## src/rtl/axi4_lite_adc_bank.sv

```systemverilog
// AXI4-Lite register bank: RW control words, a mode/snapshot CSR, sticky
// full-scale overrange flags and sign-extended ADC channel data registers.
module axi4_lite_adc_bank #(
  parameter int C_S_AXI_DATA_WIDTH = 32,
  parameter int N_CTRL             = 2,
  parameter int N_CH               = 10,
  parameter int CH_WIDTH           = 24,
  parameter int C_S_AXI_ADDR_WIDTH = $clog2(N_CTRL + 2 + N_CH) + 2
) (
  input  logic                            S_AXI_ACLK,
  input  logic                            S_AXI_ARESET,
  input  logic [C_S_AXI_ADDR_WIDTH-1:0]   S_AXI_AWADDR,
  input  logic [2:0]                      S_AXI_AWPROT,
  input  logic                            S_AXI_AWVALID,
  output logic                            S_AXI_AWREADY,
  input  logic [C_S_AXI_DATA_WIDTH-1:0]   S_AXI_WDATA,
  input  logic [C_S_AXI_DATA_WIDTH/8-1:0] S_AXI_WSTRB,
  input  logic                            S_AXI_WVALID,
  output logic                            S_AXI_WREADY,
  output logic [1:0]                      S_AXI_BRESP,
  output logic                            S_AXI_BVALID,
  input  logic                            S_AXI_BREADY,
  input  logic [C_S_AXI_ADDR_WIDTH-1:0]   S_AXI_ARADDR,
  input  logic [2:0]                      S_AXI_ARPROT,
  input  logic                            S_AXI_ARVALID,
  output logic                            S_AXI_ARREADY,
  output logic [C_S_AXI_DATA_WIDTH-1:0]   S_AXI_RDATA,
  output logic [1:0]                      S_AXI_RRESP,
  output logic                            S_AXI_RVALID,
  input  logic                            S_AXI_RREADY,
  input  logic [N_CH*CH_WIDTH-1:0]        i_ch_data,
  input  logic [N_CH-1:0]                 i_ch_valid,
  output logic [N_CTRL*32-1:0]            o_ctrl,
  output logic                            o_snap_pulse
);

  localparam logic [31:0] CSR_IDX   = 32'(N_CTRL);
  localparam logic [31:0] OVR_IDX   = 32'(N_CTRL + 1);
  localparam logic [31:0] DATA_BASE = 32'(N_CTRL + 2);
  localparam logic [31:0] N_WORDS   = 32'(N_CTRL + 2 + N_CH);
  localparam logic [1:0]  RESP_OKAY   = 2'b00;
  localparam logic [1:0]  RESP_SLVERR = 2'b10;
  localparam logic [1:0]  RESP_DECERR = 2'b11;
  localparam logic [CH_WIDTH-1:0] CH_MAX = {1'b0, {(CH_WIDTH-1){1'b1}}};
  localparam logic [CH_WIDTH-1:0] CH_MIN = {1'b1, {(CH_WIDTH-1){1'b0}}};

  logic                 awready_reg, bvalid_reg, arready_reg, rvalid_reg;
  logic [1:0]           bresp_reg, rresp_reg;
  logic [31:0]          rdata_reg;
  logic [31:0]          ctrl_reg [N_CTRL];
  logic [31:0]          data_reg [N_CH];
  logic                 mode_reg;
  logic [15:0]          snap_cnt_reg;
  logic [N_CH-1:0]      ovr_reg;
  logic                 snap_pulse_reg;

  logic [31:0]          aw_idx, ar_idx;
  logic                 wr_en, rd_en, snap_wr;
  logic [1:0]           wr_resp, rd_resp;
  logic [31:0]          rd_data;
  logic [31:0]          wstrb_mask;
  logic [N_CH-1:0]      ovr_set, ovr_clr;
  logic [N_CH-1:0][31:0] ch_ext;

  logic unused_bits;
  assign unused_bits = ^{S_AXI_AWPROT, S_AXI_ARPROT, S_AXI_AWADDR[1:0], S_AXI_ARADDR[1:0]};

  assign aw_idx  = 32'(S_AXI_AWADDR[C_S_AXI_ADDR_WIDTH-1:2]);
  assign ar_idx  = 32'(S_AXI_ARADDR[C_S_AXI_ADDR_WIDTH-1:2]);
  assign wr_en   = awready_reg && S_AXI_AWVALID && S_AXI_WVALID;
  assign rd_en   = arready_reg && S_AXI_ARVALID;
  assign snap_wr = wr_en && (aw_idx == CSR_IDX) && S_AXI_WSTRB[0] && S_AXI_WDATA[0];
  assign wr_resp = (aw_idx >= N_WORDS) ? RESP_DECERR :
                   (aw_idx >= DATA_BASE) ? RESP_SLVERR : RESP_OKAY;

  genvar gi;
  generate
    for (gi = 0; gi < 4; gi++) begin : g_strb
      assign wstrb_mask[gi*8 +: 8] = {8{S_AXI_WSTRB[gi]}};
    end
    for (gi = 0; gi < N_CH; gi++) begin : g_ch
      assign ch_ext[gi]  = 32'($signed(i_ch_data[gi*CH_WIDTH +: CH_WIDTH]));
      assign ovr_set[gi] = i_ch_valid[gi] &&
                           ((i_ch_data[gi*CH_WIDTH +: CH_WIDTH] == CH_MAX) ||
                            (i_ch_data[gi*CH_WIDTH +: CH_WIDTH] == CH_MIN));
    end
  endgenerate

  assign ovr_clr = (wr_en && aw_idx == OVR_IDX) ? (S_AXI_WDATA[N_CH-1:0] & wstrb_mask[N_CH-1:0])
                                                 : '0;

  // Read mux works from current register values, so a register updating in
  // the acceptance cycle returns its old contents.
  always_comb begin
    rd_data = '0;
    rd_resp = RESP_OKAY;
    if (ar_idx >= N_WORDS) begin
      rd_resp = RESP_DECERR;
    end else if (ar_idx == CSR_IDX) begin
      rd_data = {snap_cnt_reg, 14'd0, mode_reg, 1'b0};
    end else if (ar_idx == OVR_IDX) begin
      rd_data = 32'(ovr_reg);
    end
    for (int k = 0; k < N_CTRL; k++)
      if (ar_idx == 32'(k)) rd_data = ctrl_reg[k];
    for (int k = 0; k < N_CH; k++)
      if (ar_idx == DATA_BASE + 32'(k)) rd_data = data_reg[k];
  end

  always_ff @(posedge S_AXI_ACLK) begin
    if (S_AXI_ARESET) begin
      awready_reg <= 1'b0;
      bvalid_reg  <= 1'b0;
      bresp_reg   <= RESP_OKAY;
      arready_reg <= 1'b0;
      rvalid_reg  <= 1'b0;
      rresp_reg   <= RESP_OKAY;
      rdata_reg   <= '0;
    end else begin
      awready_reg <= S_AXI_AWVALID && S_AXI_WVALID && !awready_reg && !bvalid_reg;
      if (wr_en) begin
        bvalid_reg <= 1'b1;
        bresp_reg  <= wr_resp;
      end else if (S_AXI_BREADY) begin
        bvalid_reg <= 1'b0;
      end
      arready_reg <= S_AXI_ARVALID && !arready_reg && !rvalid_reg;
      if (rd_en) begin
        rvalid_reg <= 1'b1;
        rdata_reg  <= rd_data;
        rresp_reg  <= rd_resp;
      end else if (S_AXI_RREADY) begin
        rvalid_reg <= 1'b0;
      end
    end
  end

  always_ff @(posedge S_AXI_ACLK) begin
    if (S_AXI_ARESET) begin
      for (int c = 0; c < N_CTRL; c++) ctrl_reg[c] <= '0;
      for (int k = 0; k < N_CH; k++) data_reg[k] <= '0;
      mode_reg       <= 1'b0;
      snap_cnt_reg   <= '0;
      ovr_reg        <= '0;
      snap_pulse_reg <= 1'b0;
      o_ctrl         <= '0;
    end else begin
      for (int c = 0; c < N_CTRL; c++)
        for (int b = 0; b < 4; b++)
          if (wr_en && aw_idx == 32'(c) && S_AXI_WSTRB[b])
            ctrl_reg[c][b*8 +: 8] <= S_AXI_WDATA[b*8 +: 8];
      if (wr_en && aw_idx == CSR_IDX && S_AXI_WSTRB[0])
        mode_reg <= S_AXI_WDATA[1];
      if (snap_wr)
        snap_cnt_reg <= snap_cnt_reg + 16'd1;
      snap_pulse_reg <= snap_wr;
      // Set has priority over a coincident W1C clear.
      ovr_reg <= (ovr_reg & ~ovr_clr) | ovr_set;
      for (int k = 0; k < N_CH; k++)
        if (mode_reg ? snap_wr : i_ch_valid[k])
          data_reg[k] <= ch_ext[k];
      for (int c = 0; c < N_CTRL; c++)
        o_ctrl[c*32 +: 32] <= ctrl_reg[c];
    end
  end

  assign S_AXI_AWREADY = awready_reg;
  assign S_AXI_WREADY  = awready_reg;
  assign S_AXI_BVALID  = bvalid_reg;
  assign S_AXI_BRESP   = bresp_reg;
  assign S_AXI_ARREADY = arready_reg;
  assign S_AXI_RVALID  = rvalid_reg;
  assign S_AXI_RRESP   = rresp_reg;
  assign S_AXI_RDATA   = rdata_reg;
  assign o_snap_pulse  = snap_pulse_reg;

endmodule

```

## config.mk

```make
export PLATFORM = sky130hd
export DESIGN_NAME = axi4_lite_adc_bank
export DESIGN_NICKNAME = d
export VERILOG_FILES = /design/src/rtl/axi4_lite_adc_bank.sv
export SDC_FILE = /design/constraint.sdc
export NUM_CORES = 1
export LEC_CHECK = 0
export ABC_AREA = 0
export CAP_MARGIN = 5
export CELL_PAD_IN_SITES_DETAIL_PLACEMENT = 1
export CELL_PAD_IN_SITES_GLOBAL_PLACEMENT = 1
export CORE_ASPECT_RATIO = 1.2
export CORE_MARGIN = 2
export CORE_UTILIZATION = 42
export CTS_BUF_LIST = sky130_fd_sc_hd__clkbuf_4
export CTS_CLUSTER_DIAMETER = 30
export DETAILED_ROUTE_END_ITERATION = 8
export MAX_ROUTING_LAYER = met4
export PLACE_DENSITY_LB_ADDON = 0.1
export REMOVE_ABC_BUFFERS = 1
export SYNTH_ARGS = -nofsm -noshare
export SYNTH_HDL_FRONTEND = slang
export SYNTH_SLANG_ARGS = --single-unit
```

## constraint.sdc

```tcl
create_clock -name S_AXI_ACLK -period 3.6 [get_ports S_AXI_ACLK]
set_input_delay 0.54 -clock S_AXI_ACLK [delete_from_list [all_inputs] [get_ports S_AXI_ACLK]]
set_output_delay 0.54 -clock S_AXI_ACLK [all_outputs]
set_load 0.005 [all_outputs]
```

; ---- Word level (Yosys, flattened, before mapping)
; Memories as Yosys holds them, arrays and structs flattened.
; Index checks and enable logic that the tools add are counted.
[totals]
ff_bits = 132
output_inout_bits = 106
inputBits = 311
n_memories = 2
ramBits = 384
latch_bits = 0
rom_bits = 0
[memory_table]
columns = memory, depth, word_bits, rd, rd_ports_with_merged_regs, wr, line
row1 = data_reg, 10, 32, 10, 0, 10, 51  ; logic [31:0] data_reg [N_CH];
row2 = ctrl_reg, 2, 32, 2, 0, 2, 50  ; logic [31:0] ctrl_reg [N_CTRL];
[classes]
eq_ne = 36
add_sub_neg = 1
bitwise = 22
reduce_logical = 50
n_mul = 0
mux = 107
n_lt_le_gt_ge = 3
shift = 0
div_mod_pow = 0
[op_table]
columns = operator, n
row1 = two-way mux 32 bit, 24
row2 = == test 24 x 23 -> 1 bit (second input constant), 10
row3 = == test 24 bit (second input constant), 10
row4 = two-way mux 1 bit, 70
row5 = zero test 32 bit, 2
row6 = two-way mux 8 bit, 8
row7 = logical AND 1 bit, 32
row8 = == test 4 bit (second input constant), 6
row9 = AND 10 bit, 2
row10 = two-way mux 10 bit, 2
row11 = OR 1 bit, 18
row12 = adder 16 x 1 -> 16 bit (second input constant), 1
row13 = == test 4 x 2 -> 1 bit (second input constant), 4
row14 = == test 4 x 3 -> 1 bit (second input constant), 4
row15 = logical OR 1 bit, 10
row16 = NOT 10 bit, 1
row17 = OR 10 bit, 1
row18 = == test 4 x 1 -> 1 bit (second input constant), 2
row19 = >= comparator 4 bit (second input constant), 2
row20 = two-way mux 2 bit, 3
row21 = >= comparator 4 x 3 -> 1 bit (second input constant), 1
row22 = zero test 1 bit, 4
row23 = nonzero test 2 bit, 2

; ---- Longest topological paths before layout
[depth]
word_depth = 16
mapped_depth = 8
ltp_nobuf = 5

; ---- Worst setup path before layout
; Ideal clock, no wire load.
[synth_timing]
path_kind = input to register
start = in S_AXI_AWADDR[4]
end = mem data_reg[0][0], enable pin
setup_slack_ns = 0.670
setup_ns = 0.385
arrival_ns = 2.545
path_stages = 7
cell_sequence = or2_1 > buf_6 > nor4_4 > nand3_1 > buf_6 > clkbuf_1 > nand3b_1
[synth_rtl]
columns = item, line
row1 = start: declaration, 12  ; input logic [C_S_AXI_ADDR_WIDTH-1:0] S_AXI_AWADDR,
row2 = end: declaration, 51

==> results.tsv <==
stage	metric	value	unit
outcome	outcome	finished, final reports clean	
timing	post-route-period-util	0.676	
synth	ys_seq_elements	435	
routing	routed_wl	74.3	mm
timing	final-max-slew-violation-count	0	
place	placedInstanceArea	0.0250	mm^2
timing	slew_headroom	0.377	
setup_path	crit_end	data_reg[5][11]$_SDFFCE_PN0P_	
die	die-width	204	um
setup_path	crit_chain	nand3_1, nor4_4, nand3_1, buf_4, a21oi_2, and2_1	
setup_path	cp-start-kind	flip-flop	
power	ir_drop	0.202	mV
timing	worstMarginPinSlew	924	ps
setup_path	crit_type	flip-flop to flip-flop	
setup_path	crit_start	S_AXI_AWREADY$_SDFF_PP0_	
run	drv_cap	0	
synth	synth_ff_type	edfxtp_1	
synth	synth_commonest_cells	edfxtp_1 (304), and2_1 (299), dfxtp_1 (131)	
grt	track_usage	0.306	
routing	dr.pass1.iters	6	
clock_network	cts_setup_buffers	0	
synth	synth_cell_types	67	
setup_path	r2r_setup_slack	1170	ps
layout	final_cells	2958	
die	initial_utilization	0.423	
grt	grt_antenna_before_repair	2	
setup_path	cp.arrival	3100	ps
layout	fill_cells	5163	
setup_path	cp_data_required_time	4270	ps
place	dpl.hpwl	57.7	mm
timing	rsz0062_at_grt	no	
clock_network	numCtsBuffers	109	
synth	synth_edf_count	304	
clock_network	cts.reportedPaths.clkPinSlew	70	ps
synth	syn_inst	1777	
place	gp_congestion	0.944	
die	die_h	245	um
place	port_buffers	406	
min_path	hold_path.class	input pin to flip-flop	
clock_network	clk_path_buf_depth	3	
timing	hold_viol	0	
grt	grt_max_degree	77	
synth	async_flop_share	0	
synth	synth.largest_area_cell	edfxtp_1	
power	powerDensity	445	mW/mm^2
synth	ys_warn_count	0	
routing	num_vias	16700	
synth	synth_top_area_frac	0.451	
timing	final.min_clock_period	2430	ps
timing	max_freq	0.411	GHz
layout	drive_gt1_frac	0.117	
setup_path	r2r_end	data_reg[5][11]$_SDFFCE_PN0P_	
die	core-area	0.0479	mm^2
timing	fin_ws	1170	ps
routing	via_per_inst	5.65	
setup_path	slowest_stage	a21oi_2	
place	dp_cells	2759	
layout	largest_reg_flops	240	
synth	syn_area_per_cell	11.4	um^2
routing	postRouteAntennaNets	0	
clock_network	clkLatencyLatePin	870	ps
place	dpl_worst_slack	417	ps
timing	finalClockSkew	68.3	ps
layout	fin_area	0.0266	mm^2
grt	grt_pass1_wl	109	mm
timing	setup_viol	0	
die	io_pins	417	
setup_path	max_stage_delay	670	ps
clock_network	cts-root-buf	clkbuf_4	
routing	initialDrtViolationCount	1054	
die	dieArea	0.0500	mm^2
synth	synth_area_leaders	edfxtp_1 (45%), dfxtp_1 (13%), and2_1 (9.2%)	
clock_network	clock-sinks	435	
timing	fin_setup_tns	0	ps
timing	holdWs	317	ps
die	num_rows	88	
layout	syn2layout_area_growth	31.2	%
setup_path	path_common_cell	nand3_1	
grt	grt_overflow_total	0	
power	p_leak	9.57	nW
clock_network	htree_num_levels	3	
setup_path	reg2reg_from	S_AXI_AWREADY$_SDFF_PP0_	
setup_path	r2r_cells	6	
clock_network	cts_tree	built	
grt	grt_pass1_vias	17600	
setup_path	end_kind	flip-flop	
routing	wl_per_cell	25.1	um
synth	netlist_area	0.0203	mm^2
layout	fin_nets	2553	
synth	yosysSeqAreaShare	0.580	
synth	yosysMostFrequentCell	edfxtp_1	
setup_path	critPathMaxFanout	24	
routing	drc	0	
## placed cells by master (no fill, tap or decap), types with 16 or more instances in the layout
cell             netlist  layout
mux2i_1               55      55
nor2_1                69      69
o21ai_0               95      95
edfxtp_1             304     304
nor3_1                26      26
nor2b_1               82      81
nand4_1               66      66
clkbuf_4               0     145
clkdlybuf4s50_1        0     401
a22oi_1               30      30
buf_4                  3      57
nand3b_1              17      17
nand2_1               75      75
nor4_1                53      53
clkinv_1               1      24
a211oi_1              26      26
and2_1               299     299
dfxtp_1              131     131
nand2b_1              28      28
a21oi_1               60      60
o22ai_1               21      21
nand3_1               16      16
## final cells by class
class | instances | area (um^2) | share of cell area
inverters | 9 | 33.8 | 0.00127
repair buffers | 468 | 4590 | 0.173
diodes | 2 | 5.00 | 0.000188
multi-input cells | 1218 | 7860 | 0.296
well taps | 630 | 788 | 0.0297
clock buffers | 145 | 1090 | 0.0410
flip-flops and latches | 435 | 11800 | 0.442
clock inverters | 51 | 459 | 0.0173
## cell families after synthesis
kind of cell,synth area share
AND/OR/NAND/NOR,0.236
flip-flops,0.580
AO/OA/AOI/OAI,0.114
buffers and inverters,0.0325
multiplexers,0.0355
XOR/XNOR,0.00130
adder cells (fa/ha/maj),0.000618
## how the worst min path moves through the flow
stage,start,slack [ps],to,cells past startpoint
after floorplan,ovr_reg[1]$_SDFF_PP0_,430,ovr_reg[1]$_SDFF_PP0_,2
after global placement,S_AXI_RDATA[12]$_SDFFE_PP0P_,440,S_AXI_RDATA[12]$_SDFFE_PP0P_,1
after detailed placement,S_AXI_RDATA[15]$_SDFFE_PP0P_,440,S_AXI_RDATA[15]$_SDFFE_PP0P_,1
after CTS,S_AXI_ARADDR[4],210,S_AXI_RRESP[0]$_SDFFE_PP0P_,3
after global routing,S_AXI_ARADDR[4],290,S_AXI_RRESP[0]$_SDFFE_PP0P_,3
final,S_AXI_ARADDR[4],320,S_AXI_RRESP[0]$_SDFFE_PP0P_,3
## metrics by stage
stage | total power, mW | utilization
after floorplan | 6.28 | -
after global routing | 12.3 | 0.555
after CTS | 11.9 | 0.555
final | 11.8 | 0.555
after global placement | 7.26 | 0.522
after detailed placement | 7.29 | 0.522
## power breakdown
part           switching [mW]  internal [mW]  leakage (nW)
combinational           0.721          0.656          4.38
sequential              0.156           5.66          4.30
clock                    2.10           2.54         0.899
total                    2.97           8.86          9.57
## what timing repair did
action / in CTS / in global routing
endpoints found under the hold margin: 6 / 0
gates resized for setup: 0 / 0
endpoints found under the setup margin: 0 / 0
hold buffers: 1 / 0
## critical path, delay by kind of cell, from the launching register on
family	cells	cell delay [ps]
DFF	1	370
and+or+nand+nor	4	890
buffers and inverters	1	320
AOI/OAI and AO/OA	1	670
## layer usage
layer  GRT usage  part of all wire
met2       0.533              0.51
met5           -                 0
met4       0.134             0.042
met1       0.347              0.39
met3      0.0490             0.059
Power figures use the tool's default switching activity.
